**config.mk**
```make
export PLATFORM = sky130hd
export DESIGN_NAME = seq_pattern_tx_flat
export DESIGN_NICKNAME = d
export VERILOG_FILES = /design/src/rtl/seq_pattern_tx_if.sv /design/src/rtl/seq_pattern_tx.sv /design/src/flat_wrapper.sv
export SDC_FILE = /design/constraint.sdc
export NUM_CORES = 1
export LEC_CHECK = 0
export ABC_AREA = 1
export CORE_UTILIZATION = 55
export CTS_CLUSTER_SIZE = 24
export DETAILED_ROUTE_END_ITERATION = 6
export HOLD_SLACK_MARGIN = 0.1
export PLACE_DENSITY = 0.79
export SLEW_MARGIN = 20
export SYNTH_ARGS = -nofsm -noshare
export SYNTH_HDL_FRONTEND = slang
export SYNTH_SLANG_ARGS = --single-unit
```
**constraint.sdc**
```tcl
create_clock -name clk -period 1.78 [get_ports clk]
set_input_delay 0.178 -clock clk [delete_from_list [all_inputs] [get_ports clk]]
set_output_delay 0.178 -clock clk [all_outputs]
set_load 0.02 [all_outputs]
```
**src/rtl/seq_pattern_tx_if.sv**
```systemverilog
// Bus bundle for seq_pattern_tx: transfer request inputs and serial stream outputs.
// The master drives requests; the slave (the transmitter) drives the stream.
interface seq_pattern_tx_if #(
  parameter int PAT_W = 5,
  parameter int CNT_W = 4
);
  logic             start;
  logic [PAT_W-1:0] pat_in;
  logic [CNT_W-1:0] rep_in;
  logic [CNT_W-1:0] gap_in;
  logic             abort;
  logic             data_out;
  logic             bit_valid;
  logic             busy;
  logic             done;

  modport master (
    output start, pat_in, rep_in, gap_in, abort,
    input  data_out, bit_valid, busy, done
  );

  modport slave (
    input  start, pat_in, rep_in, gap_in, abort,
    output data_out, bit_valid, busy, done
  );
endinterface

```
**src/rtl/seq_pattern_tx.sv**
```systemverilog
// Serial pattern transmitter: sends a latched pattern MSB first, rep times,
// with optional zero gaps between repetitions and a done pulse at completion.
module seq_pattern_tx #(
  parameter int PAT_W = 5,
  parameter int CNT_W = 4
) (
  input logic             clk,
  input logic             rst,
  seq_pattern_tx_if.slave bus
);

  localparam int IDX_W = (PAT_W > 1) ? $clog2(PAT_W) : 1;

  localparam logic [1:0] IDLE = 2'd0;
  localparam logic [1:0] SEND = 2'd1;
  localparam logic [1:0] GAP  = 2'd2;

  logic [1:0]       state_q, state_d;
  logic [PAT_W-1:0] pat_q, pat_d;
  logic [PAT_W-1:0] shift_q, shift_d;
  logic [CNT_W-1:0] rep_q, rep_d;
  logic [CNT_W-1:0] gap_q, gap_d;
  logic [CNT_W-1:0] gapCnt_q, gapCnt_d;
  logic [IDX_W-1:0] bitIdx_q, bitIdx_d;
  logic             dataOut_q, dataOut_d;
  logic             bitValid_q, bitValid_d;
  logic             done_q, done_d;

  // shift_q[PAT_W-1] is the bit on data_out; bitIdx_q counts bits still to follow it.
  always_comb begin
    state_d    = state_q;
    pat_d      = pat_q;
    shift_d    = shift_q;
    rep_d      = rep_q;
    gap_d      = gap_q;
    gapCnt_d   = gapCnt_q;
    bitIdx_d   = bitIdx_q;
    dataOut_d  = 1'b0;
    bitValid_d = 1'b0;
    done_d     = 1'b0;

    case (state_q)
      IDLE: begin
        if (bus.start && (bus.rep_in != '0) && !bus.abort) begin
          pat_d      = bus.pat_in;
          rep_d      = bus.rep_in;
          gap_d      = bus.gap_in;
          shift_d    = bus.pat_in;
          bitIdx_d   = IDX_W'(PAT_W - 1);
          dataOut_d  = bus.pat_in[PAT_W-1];
          bitValid_d = 1'b1;
          state_d    = SEND;
        end
      end

      SEND: begin
        if (bus.abort) begin
          state_d = IDLE;
          rep_d   = '0;
        end else if (bitIdx_q != '0) begin
          bitIdx_d   = bitIdx_q - IDX_W'(1);
          shift_d    = shift_q << 1;
          dataOut_d  = shift_q[PAT_W-2];
          bitValid_d = 1'b1;
        end else if (rep_q == CNT_W'(1)) begin
          state_d = IDLE;
          rep_d   = '0;
          done_d  = 1'b1;
        end else begin
          rep_d = rep_q - CNT_W'(1);
          if (gap_q == '0) begin
            shift_d    = pat_q;
            bitIdx_d   = IDX_W'(PAT_W - 1);
            dataOut_d  = pat_q[PAT_W-1];
            bitValid_d = 1'b1;
          end else begin
            gapCnt_d = gap_q;
            state_d  = GAP;
          end
        end
      end

      GAP: begin
        if (bus.abort) begin
          state_d  = IDLE;
          rep_d    = '0;
          gapCnt_d = '0;
        end else if (gapCnt_q == CNT_W'(1)) begin
          gapCnt_d   = '0;
          shift_d    = pat_q;
          bitIdx_d   = IDX_W'(PAT_W - 1);
          dataOut_d  = pat_q[PAT_W-1];
          bitValid_d = 1'b1;
          state_d    = SEND;
        end else begin
          gapCnt_d = gapCnt_q - CNT_W'(1);
        end
      end

      default: state_d = IDLE;
    endcase
  end

  always_ff @(posedge clk) begin
    if (rst) begin
      state_q    <= IDLE;
      pat_q      <= '0;
      shift_q    <= '0;
      rep_q      <= '0;
      gap_q      <= '0;
      gapCnt_q   <= '0;
      bitIdx_q   <= '0;
      dataOut_q  <= 1'b0;
      bitValid_q <= 1'b0;
      done_q     <= 1'b0;
    end else begin
      state_q    <= state_d;
      pat_q      <= pat_d;
      shift_q    <= shift_d;
      rep_q      <= rep_d;
      gap_q      <= gap_d;
      gapCnt_q   <= gapCnt_d;
      bitIdx_q   <= bitIdx_d;
      dataOut_q  <= dataOut_d;
      bitValid_q <= bitValid_d;
      done_q     <= done_d;
    end
  end

  assign bus.data_out  = dataOut_q;
  assign bus.bit_valid = bitValid_q;
  assign bus.busy      = (state_q != IDLE);
  assign bus.done      = done_q;

endmodule

```
**src/flat_wrapper.sv**
```systemverilog
// flat-port wrapper written by rule: the top's interface ports become plain ports
module seq_pattern_tx_flat 
#(
  parameter int PAT_W = 5,
  parameter int CNT_W = 4
)
  (clk, rst, bus_start, bus_pat_in, bus_rep_in, bus_gap_in, bus_abort, bus_data_out, bus_bit_valid, bus_busy, bus_done);
  seq_pattern_tx_if #(.PAT_W(PAT_W), .CNT_W(CNT_W)) bus_i ();
  input logic clk;
  input logic rst;
  input wire logic [$bits(bus_i.start)-1:0] bus_start;
  input wire logic [$bits(bus_i.pat_in)-1:0] bus_pat_in;
  input wire logic [$bits(bus_i.rep_in)-1:0] bus_rep_in;
  input wire logic [$bits(bus_i.gap_in)-1:0] bus_gap_in;
  input wire logic [$bits(bus_i.abort)-1:0] bus_abort;
  output wire logic [$bits(bus_i.data_out)-1:0] bus_data_out;
  output wire logic [$bits(bus_i.bit_valid)-1:0] bus_bit_valid;
  output wire logic [$bits(bus_i.busy)-1:0] bus_busy;
  output wire logic [$bits(bus_i.done)-1:0] bus_done;
  assign bus_i.start = bus_start;
  assign bus_i.pat_in = bus_pat_in;
  assign bus_i.rep_in = bus_rep_in;
  assign bus_i.gap_in = bus_gap_in;
  assign bus_i.abort = bus_abort;
  assign bus_data_out = bus_i.data_out;
  assign bus_bit_valid = bus_i.bit_valid;
  assign bus_busy = bus_i.busy;
  assign bus_done = bus_i.done;
  seq_pattern_tx #(.PAT_W(PAT_W), .CNT_W(CNT_W)) u_core (.clk(clk), .rst(rst), .bus(bus_i));
endmodule
```
=== Word-level counts from Yosys, hierarchy flattened ===
Cells that the tools add are included.

* Register bits after elaboration: 29
* Bits in latches: 0
* Memory bits (writable): 0
* Bits in read-only memories: 0
* Input port bits: 17
* Output and inout bits: 4
* Memories kept: 0

* Add/subtract/negate cells: 3
* Multipliers: 0
* Div/mod/pow operators: 0
* Order comparisons: 0
* Eq/ne operators: 17
* Shifts and indexed selects: 0
* Mux-type cells: 54
* Bitwise gates (word level): 1
* Reductions and logical operators: 16

{| class="wikitable"
|+ Operator list
! cell !! count
|-
| 2-to-1 mux 4 bit || 18
|-
| one-hot mux 4 bit (3 select lines) || 2
|-
| 2-to-1 mux 3 bit || 7
|-
| 2-to-1 mux 1 bit || 15
|-
| 2-to-1 mux 2 bit || 7
|-
| inequality test 2 bit, second input constant || 6
|-
| one-hot mux 3 bit (3 select lines) || 1
|-
| equality test 4 x 1 -> 1 bit, second input constant || 2
|-
| one-hot mux 4 bit (2 select lines) || 1
|-
| AND reduction 4 bit || 2
|-
| subtractor 4 x 1 -> 4 bit, second input constant || 2
|-
| AND reduction 7 bit || 1
|-
| inequality test 3 x 2 -> 1 bit, second input constant || 2
|-
| one-hot mux 1 bit (3 select lines) || 2
|-
| one-hot mux 2 bit (3 select lines) || 1
|-
| nonzero test 3 bit || 2
|-
| AND reduction 5 bit || 1
|-
| zero test 4 bit || 1
|-
| inequality test 2 x 1 -> 1 bit, second input constant || 2
|-
| inequality test 4 x 3 -> 1 bit, second input constant || 1
|-
| nonzero test 2 bit || 2
|-
| nonzero test 4 bit || 1
|-
| OR reduction 4 bit || 1
|-
| inequality test 3 x 1 -> 1 bit, second input constant || 1
|-
| other kinds (9) || 10
|}

=== Longest topological paths before layout ===
* Word-level depth: 6
* Mapped depth: 12
* Mapped depth without buffers: 11

=== Worst setup path before layout ===
Ideal clock, no wire load.

* Path type: register to register
* From: register u_core.state_q[0]
* To: register u_core.bitValid_q, in the netlist u_core.bus.bit_valid
* Arrival time: 1.305 ns
* Data required time: 1.668 ns
* Slack: 0.363 ns
* Cell stages (with the launch flop): 10
* Buffers on the path: 1
* Period minus slack after synthesis: 1.417 ns
* Cells stage by stage: dfxtp_1 inv_1 ha_1 inv_1 nor2_4 inv_2 buf_6 nand2_1 nor2_1 nor2_1

* Word-level cells in the longest chain between the ends: 2

{| class="wikitable"
|+ RTL lines
! item !! RTL line !! text
|-
| start: declaration || seq_pattern_tx.sv:18 || <nowiki>logic [1:0] state_q, state_d;</nowiki>
|-
| start signal: assignment || seq_pattern_tx.sv:117 || <nowiki>state_q <= state_d;</nowiki>
|-
| equality test 2 bit, or another cell as far along || seq_pattern_tx.sv:42 || <nowiki>case (state_q)</nowiki>
|-
| one-hot mux 1 bit (3 select lines) * || seq_pattern_tx.sv:42 ||
|-
| end signal: assignment || seq_pattern_tx.sv:125 || <nowiki>bitValid_q <= bitValid_d;</nowiki>
|-
| end: declaration || seq_pattern_tx.sv:26 || <nowiki>logic bitValid_q, bitValid_d;</nowiki>
|}

Every way passes the cells marked *; elsewhere a longest branch is shown, timed or not.
A chain may end at the register's enable or synchronous reset.

=== Worst setup path after layout ===
* From: register u_core.state_q[1]
* To: register u_core.state_q[0]

* Word-level cells in the longest chain between the ends: 3

{| class="wikitable"
|+ RTL lines
! item !! RTL line
|-
| equality test 2 x 1 -> 1 bit, or another cell as far along || seq_pattern_tx.sv:42
|-
| inequality test 4 x 3 -> 1 bit (no line), or another cell as far along || n/a
|-
| AND reduction 4 bit (no line) || n/a
|}

Parallel ways exist; a longest one is shown, timed or not.

==> impl_metrics.py <==
metrics = {
    "drt": {
        "vias_per_cell": 4.96,
        "postRouteAntennaNets": 0,
        "drt_iter0_markers": 100,
        "routed_wl_um": 3850,
        "drc": 0,
        "firstDrtPassIters": 5,
        "vias": 1697,
        "wl_per_cell_um": 11.2,
    },
    "final_layout": {
        "drive_above_1_share_pct": 14.1,
        "nNetsFinal": 323,
        "area_growth_pct": 17.6,
        "final_util_pct": 68.6,
        "final_area_sq_mm": 0.00211,
        "final_common_cell": "nand2_1",
        "final_cell_mix": "62 x nand2_1, 46 x nor2_1, 32 x inv_1, 28 x dfxtp_1, 25 x o21ai_0",
        "diodes": 0,
    },
    "sta": {
        "clock.fmax_ghz": 0.611,
        "rsz0062_at_grt": "false",
        "fin_crit_sh_pct": 91.9,
        "slew_headroom_pct": 85.5,
        "holdWs_ns": 0.433,
        "hold_viol": 0,
        "period_needed_ns": 1.64,
        "setup_tns_ns": 0,
        "clock_skew_ns": 0.0118,
        "maxSlewViolCount": 0,
        "setup_viol": 0,
        "tightest_slew_ns": 0.218,
    },
    "floorplanning": {
        "die_h_um": 59.1,
        "io_pins": 21,
        "core_sq_mm": 0.00308,
        "placementRows": 20,
        "initial_core_util_pct": 58.3,
        "die_w_um": 59.1,
        "dieArea_sq_mm": 0.00349,
    },
    "setup_path": {
        "start_kind": "flop",
        "worstPathMaxFanout": 6,
        "cp_num_buf_inv": 2,
        "critPathMaxStageDelay_ns": 0.37,
        "rrSetupSlack_ns": 0.14,
        "cp-end-kind": "flop",
        "cp.required_ns": 2.02,
        "cp_data_arrival_time_ns": 1.88,
        "criticalPathCategory": "reg2reg",
        "crit_slowest_cell": "dfxtp_1",
        "r2r-end": "u_core.state_q[0]$_SDFFE_PP0P_",
        "crit_chain": "inv_1 -> ha_2 -> inv_6 -> nor2_4 -> nand2_1 -> o21ai_2 -> nor2_2 -> o21ai_1 -> nor2_1",
        "reg2reg_from": "u_core.state_q[1]$_SDFFE_PP0P_",
        "crit_family": "simple AND/OR/NAND/NOR gates",
        "reg2reg_depth": 9,
    },
    "clock_tree": {
        "cts_buffers": 5,
        "clk_pin_slew_ns": 0.10,
        "root_buffer": "clkbuf_4",
        "clockBufferDepth": 2,
        "insertion_delay_ns": 0.34,
        "cts_htree_levels": 2,
        "cts_sinks": 29,
        "cts_tree": "yes",
    },
    "synthesis": {
        "synth_top_area_share_pct": 32.4,
        "yosysSeqAreaShare_pct": 32.4,
        "syn_inst": 272,
        "ys_warn_count": 0,
        "synth_top_cell_by_area": "dfxtp_1",
        "ys_top_cells_by_area": "dfxtp_1 32%, nand2_1 13%, nor2_1 9.6%",
        "synth.distinct_cells": 31,
        "netlist_area_sq_mm": 0.00179,
        "synth-seq-cells": 29,
        "postSynthAreaPerCell_sq_um": 6.60,
        "syn_nets": 298,
    },
    "global_routing": {
        "grtUsageTotal_pct": 25.6,
        "grt_max_degree": 21,
        "grtUsageMet1_pct": 32.7,
        "grt_use_met3_pct": 6.99,
        "antenna_found_initial": 0,
        "grt_use_met2_pct": 41.6,
        "first_global_vias": 1536,
        "busiest_layer": "met2",
        "grt_pass1_wl_um": 6650,
        "grt-ovfl-total": 0,
    },
    "placed_design": {
        "placed_area_sq_mm": 0.00204,
        "dp_hpwl_um": 2920,
        "io_buffers": 20,
        "gp_congestion": 0.898,
    },
    "worst_hold_path": {
        "hold_path_depth": 3,
        "hold_class": "in2reg",
        "hold_end": "u_core.gap_q[3]$_SDFFE_PP0P_",
        "hp-start": "bus_gap_in[3]",
    },
    "pwr": {
        "vdd_drop_max_mv": 1.00,
        "power_density_mw_per_mm2": 1680,
        "p_leak_nw": 1.00,
        "p_total_mw": 3.55,
    },
    "flow_run": {
        "maxCapViolations": 0,
    },
    "run_status": {
        "run_status": "finished clean",
    },
}
## report_power, final
| group | total [mW] | internal, mW | switching (mW) |
|---|---|---|---|
| clock network | 0.470 | 0.229 | 0.241 |
| logic | 2.07 | 0.783 | 1.28 |
| registers | 1.01 | 0.861 | 0.153 |
| total | 3.55 | 1.87 | 1.68 |
## how the worst max path moves through the flow
stage | start | to | slack [ns] | depth (start not counted)
finish | u_core.state_q[1]$_SDFFE_PP0P_ | u_core.state_q[0]$_SDFFE_PP0P_ | 0.14 | 9
global route | u_core.state_q[1]$_SDFFE_PP0P_ | u_core.state_q[0]$_SDFFE_PP0P_ | 0.01 | 9
CTS | u_core.state_q[0]$_SDFFE_PP0P_ | bus_busy | 0.03 | 4
detailed placement | u_core.state_q[1]$_SDFFE_PP0P_ | u_core.state_q[0]$_SDFFE_PP0P_ | 0.09 | 9
global placement | u_core.state_q[1]$_SDFFE_PP0P_ | u_core.state_q[0]$_SDFFE_PP0P_ | 0.10 | 9
floorplan | u_core.state_q[0]$_SDFFE_PP0P_ | u_core.bus.bit_valid$_SDFF_PP0_ | 0.36 | 9
## metal layers
layer / vias to the layer above / part of all wire, % / routed length (um)
met3: 10 / 5.6 / 214
met4: 0 / 1.3 / 49
met2: 42 / 47 / 1800
met1: 752 / 46 / 1780
met5: - / 0 / 0
li1: 893 / - / -
## per-stage QoR
step	cells	setup WS (ns)
finish	342	0.143
global route	342	0.0138
CTS	342	0.0341
detailed placement	334	0.0945
global placement	334	0.104
floorplan	272	0.363
## Yosys cell counts
master and count:
nand3_1 17, clkinv_2 1, inv_1 32, o21ai_0 25, buf_1 1, clkbuf_1 1
o21ai_1 1, clkinv_1 1, a211oi_1 1, nand2_1 62, xor2_1 2, a21oi_1 8
a21oi_2 1, inv_2 3, buf_6 2, o22ai_1 1, nor3_1 1, buf_2 2
o21a_1 2, xnor2_1 2, or2_2 3, o21ai_2 1, nand2_2 5, nand4_1 1
nor2_2 3, nor2_1 46, inv_6 1, ha_1 9, dfxtp_1 29, nor2_4 5
nand2_4 3
## kinds of logic (layout without fill, tap and decap cells)
family          count (synthesis)  after routing  synth area share [%]
simple gates                  146            146                  36.8
buf+inv                        44             70                  10.5
compound gates                 40             40                  12.1
flops                          29             29                  32.4
fa+ha+maj                       9              9                  6.28
xor+xnor                        4              4                  1.95
## sequential cells by signal, summed over array words and instances (netlist names)
register / flops
u_core.bitIdx_q: 3
u_core.bus.bit_valid: 1
u_core.bus.data_out: 1
u_core.bus.done: 1
u_core.gapCnt_q: 4
u_core.gap_q: 4
u_core.pat_q: 5
u_core.rep_q: 4
u_core.shift_q: 4
u_core.state_q: 2
## worst register-to-register path: stages (launching register included)
cell and delay (ns):
dfxtp_1 0.37, inv_1 0.10, ha_2 0.30, inv_6 0.06, nor2_4 0.15, nand2_1 0.14, o21ai_2 0.19, nor2_2 0.07
o21ai_1 0.12, nor2_1 0.04
## what timing repair did
| item | 4_1_cts | 5_1_grt |
|---|---|---|
| gates cloned | 0 | 0 |
| buffers inserted | 0 | 0 |
| hold buffers | 0 | 0 |
| setup endpoints to repair | 1 | 13 |
| resized for setup | 1 | 5 |
| pin swaps | 0 | 0 |
## layout make-up
class | instances | area [sq um]
clock inverter | 1 | 5.00
inverter | 38 | 149
multi-input combinational | 199 | 1030
timing repair buffer | 24 | 225
tap | 44 | 55.1
fill | 279 | 967
clock buffer | 7 | 65.1
sequential | 29 | 582
(Power assumes the default switching activity.)
==> RTL edit 1, RTL diff (config.mk and constraints unchanged) <==
Make the reset (`rst`) asynchronous in one clocked block.
--- a/src/rtl/seq_pattern_tx.sv
+++ b/src/rtl/seq_pattern_tx.sv
@@ -102,5 +102,5 @@
   end
 
-  always_ff @(posedge clk) begin
+  always_ff @(posedge clk or posedge rst) begin
     if (rst) begin
       state_q    <= IDLE;
Function: differs if rst is asserted again (counterexample within 4 cycles, from zero or initial values and one cycle with rst high); with rst held inactive, the same outputs for 10 cycles.
==> RTL edit 1 against the original RTL <==
- total power rose by 8.0%
- wire length down 3.9%
- sequential cell count stayed put
- synthesized cell count shrank 14%
- worst setup slack lost 0.0072 ns
- sequential share of layout area rose by 5.5 points
- design area up 3.9%
- synthesized area grew 3.1%
- hold slack lost 0.32 ns
- critical path type is now flip-flop to primary output
- highest routed layer unchanged
==> RTL edit 1: results (changes against the original RTL) <==
* Worst min path class: input port to async pin
* VDD IR-drop max at 838 uV (-16%)
* Multi-Input Combinational at 173 (-13%)
* Global Route Usage Sum at 24.2% (-1.4 points)
* Clkbuf count at 8 (+1)
* First-pass GRT wire length at 6300 um (-5.3%)
* Fmax at 0.608 GHz (-0.44%)
* Worst setup path end: bus_busy
* Syn avg cell area at 7.87 um2 (+19%)
* Signal buf overhead at 11.5% (+0.80 points)
* Layout Nets at 293 (-9.3%)
* DP Area at 2140 um2 (+5.0%)
* Signal buffers at 27 (+13%)
* R2R cell count at 6 (-3)
* CP Launch Point: u_core.state_q[0]$_DFFE_PP0P_
* Worst path max stage delay at 0.44 ns (+0.07 ns)
* Share of cells above drive strength 1 at 15.7% (+1.6 points)
* Gpl congestion at 0.872 (-2.9%)
* Least-Margin Pin Slew at 0.401 ns (+0.183 ns)
* Largest net degree at the start of global routing at 12 (-43%)
* Final core occ at 70.1% (+1.5 points)
* Status: complete, no violations
* Family with the most delay on the worst path: buffers and inverters
* Slowest cell on crit path: dfrtp_1
* Pre-CTS setup slack at 0.139 ns (+0.0447 ns)
* Register area share after synthesis at 39.2% (+6.9 points)
* Xor and xnor area share after synthesis at 1.89% (-0.058 points)
* Synth async-reset ratio at 100% (+100 points)
* Hold_ws at 0.112 ns (-0.321 ns)
* Synth Area in Compound Gates at 9.95% (-2.1 points)
* Leak at 1.12 nW (+12%)
* Storage element area at 726 um2 (+25%)
* ClkCell Share at 2.23% (-1.1 points)
* Inst Count DP at 304 (-9.0%)
* Count of filler cells inserted in the layout at 271 (-2.9%)
[RTL edit 1: cell count changes after synthesis, sizes merged, moves of 2 or more]
cell / change
nor2: -34
dfrtp: +29
dfxtp: -29
nand2: +12
o21ai: -11
inv: -5
nand4: +5
a21oi: -4
buf: -3
clkinv: -2
nand3: +2
o21a: -2
o21bai: +2
o22ai: +2
[RTL edit 1: where the power goes]
group | leakage (nW) | internal, mW | switching, mW
sequential | 0.367 | 0.960 | 0.213
clock | 0.0265 | 0.157 | 0.227
combinational | 0.728 | 0.898 | 1.38
[RTL edit 1: timing repair]
| item | CTS | global route |
|---|---|---|
| gates resized for setup | 1 | 1 |
| buffers inserted | 0 | 0 |
| hold endpoints to repair | 0 | 0 |
| endpoints found under the setup margin | 1 | 3 |
[RTL edit 1: routing by layer]
metal / vias up / track usage, % / wire length [um]
li1: 810 / - / -
met1: 725 / 29.6 / 1770
met2: 36 / 40.5 / 1710
met3: 8 / 7.36 / 157
met4: 0 / 7.97 / 57
met5: - / 0 / 0
==> RTL edit 2, RTL diff (same flow settings) <==
Without the edit above. `PAT_W` is set to 5 in 3 places; all go to 10.
--- a/src/rtl/seq_pattern_tx_if.sv
+++ b/src/rtl/seq_pattern_tx_if.sv
@@ -2,5 +2,5 @@
 // The master drives requests; the slave (the transmitter) drives the stream.
 interface seq_pattern_tx_if #(
-  parameter int PAT_W = 5,
+  parameter int PAT_W = 10,
   parameter int CNT_W = 4
 );
--- a/src/rtl/seq_pattern_tx.sv
+++ b/src/rtl/seq_pattern_tx.sv
@@ -2,5 +2,5 @@
 // with optional zero gaps between repetitions and a done pulse at completion.
 module seq_pattern_tx #(
-  parameter int PAT_W = 5,
+  parameter int PAT_W = 10,
   parameter int CNT_W = 4
 ) (
--- a/src/flat_wrapper.sv
+++ b/src/flat_wrapper.sv
@@ -2,5 +2,5 @@
 module seq_pattern_tx_flat 
 #(
-  parameter int PAT_W = 5,
+  parameter int PAT_W = 10,
   parameter int CNT_W = 4
 )
Interface: changed (resized bus_pat_in); port bits go from 21 to 26. No check against the original RTL was run, so the function may have changed too.
==> RTL edit 2 against the original RTL <==
- clock power grew 69%
- synthesized cell count grew 38%
- clock skew shrank 0.0039 ns
- wire length grew 45%
- design area grew 38%
- utilization grew 2.0 points
- critical path type is now flip-flop to primary output
- sequential power grew 26%
- worst setup slack lost 0.031 ns
- sequential cell count grew 11
- total power grew 15%
- synthesized area grew 35%
==> RTL edit 2: results (changes against the original RTL) <==
* Status: complete, no violations
* DP HPWL at 4130 um (+41%)
* Clk_skew at 0.00791 ns (-0.00389 ns)
* Register area share after synthesis at 33.1% (+0.72 points)
* Leak at 1.40 nW (+39%)
* Synth Area in Adders at 5.68% (-0.59 points)
* First-pass GRT wire length at 9580 um (+44%)
* Sequential cell area share at 27.6% (about the same)
* Family with the most delay on the worst path: buffers and inverters
* Fraction of area in multi-input gates at 47.9% (-0.85 points)
* M1 GR Usage at 37.1% (+4.5 points)
* PortBufs at 25 (+25%)
* Hold_ws at 0.457 ns (+0.0242 ns)
* Layout Nets at 440 (+36%)
* Slew headroom at 79.5% (-5.9 points)
* Seq pwr share at 31.0% (+2.5 points)
* Synth top area cells: dfxtp_1 (33%), nand2_1 (15%), nor2_1 (9.1%), inv_1 (6.4%), nand3_1 (5.8%)
* VDD IR-drop max at 632 uV (-37%)
* Worst path max stage delay at 0.40 ns (+0.03 ns)
* Pre-CTS setup slack at 0.0985 ns (+0.00394 ns)
* Yosys reg bits at 40 (+38%)
* Xor and xnor area share after synthesis at 1.45% (-0.51 points)
* Met1 wire length at 2770 um (+56%)
* Routed WL at 5570 um (+45%)
* Critical Path Fanout Max at 4 (-2)
* Multi-Input Combinational at 274 (+38%)
* Signal buffers at 37 (+54%)
* Gpl congestion at 0.930 (+3.5%)
* ClkCell Share at 4.18% (+0.86 points)
* R2R cell count at 11 (+2)
* Vias in the first global route at 2148 (+40%)
* Synth cell types at 35 (+13%)
* Met3 WL at 267 um (+25%)
* Largest net degree at the start of global routing at 19 (-9.5%)
* Detailed-router iteration count before antenna repair at 4 (-1)
## RTL edit 2: worst max-delay path by stage
| stage | startpoint | end | slack, ns | depth (start not counted) |
|---|---|---|---|---|
| 6_report | u_core.state_q[0]$_SDFFE_PP0P_ | bus_busy | 0.11 | 4 |
| 5_1_grt | u_core.state_q[1]$_SDFFE_PP0P_ | u_core.rep_q[3]$_SDFFE_PP0P_ | -0.01 | 10 |
| 4_1_cts | u_core.state_q[0]$_SDFFE_PP0P_ | u_core.state_q[0]$_SDFFE_PP0P_ | 0.08 | 11 |
| 3_5_place_dp | bus_abort | u_core.rep_q[2]$_SDFFE_PP0P_ | 0.1 | 10 |
| 3_3_place_gp | bus_abort | u_core.rep_q[3]$_SDFFE_PP0P_ | 0.12 | 10 |
| 2_1_floorplan | u_core.state_q[0]$_SDFFE_PP0P_ | u_core.bitIdx_q[3]$_SDFFE_PP0P_ | 0.22 | 9 |
## RTL edit 2: worst reg2reg max path, stage by stage (launching register included)
cell and delay [ns]:
dfxtp_1 0.35, inv_1 0.12, ha_2 0.27, inv_2 0.09, nor2_4 0.14, inv_2 0.06, nor2_2 0.18, a21oi_1 0.09
nand2_1 0.09, nand2_1 0.06, nand2_1 0.07, nor2_1 0.04
## RTL edit 2: repair_timing
action / CTS / global route
endpoints found under the setup margin: 1 / 18
gates resized for setup: 1 / 5
pin swaps: 0 / 0
hold endpoints to repair: 0 / 0
## RTL edit 2: stage by stage
step,std cells,TNS (ns),total power [mW],instance area [um2]
2_1_floorplan,374,0,2.78,2420
3_3_place_gp,450,0,3.23,2770
3_5_place_dp,450,0,3.28,2770
4_1_cts,458,0,4.08,2890
5_1_grt,458,-0.0122,4.44,2900
6_report,458,0,4.09,2900
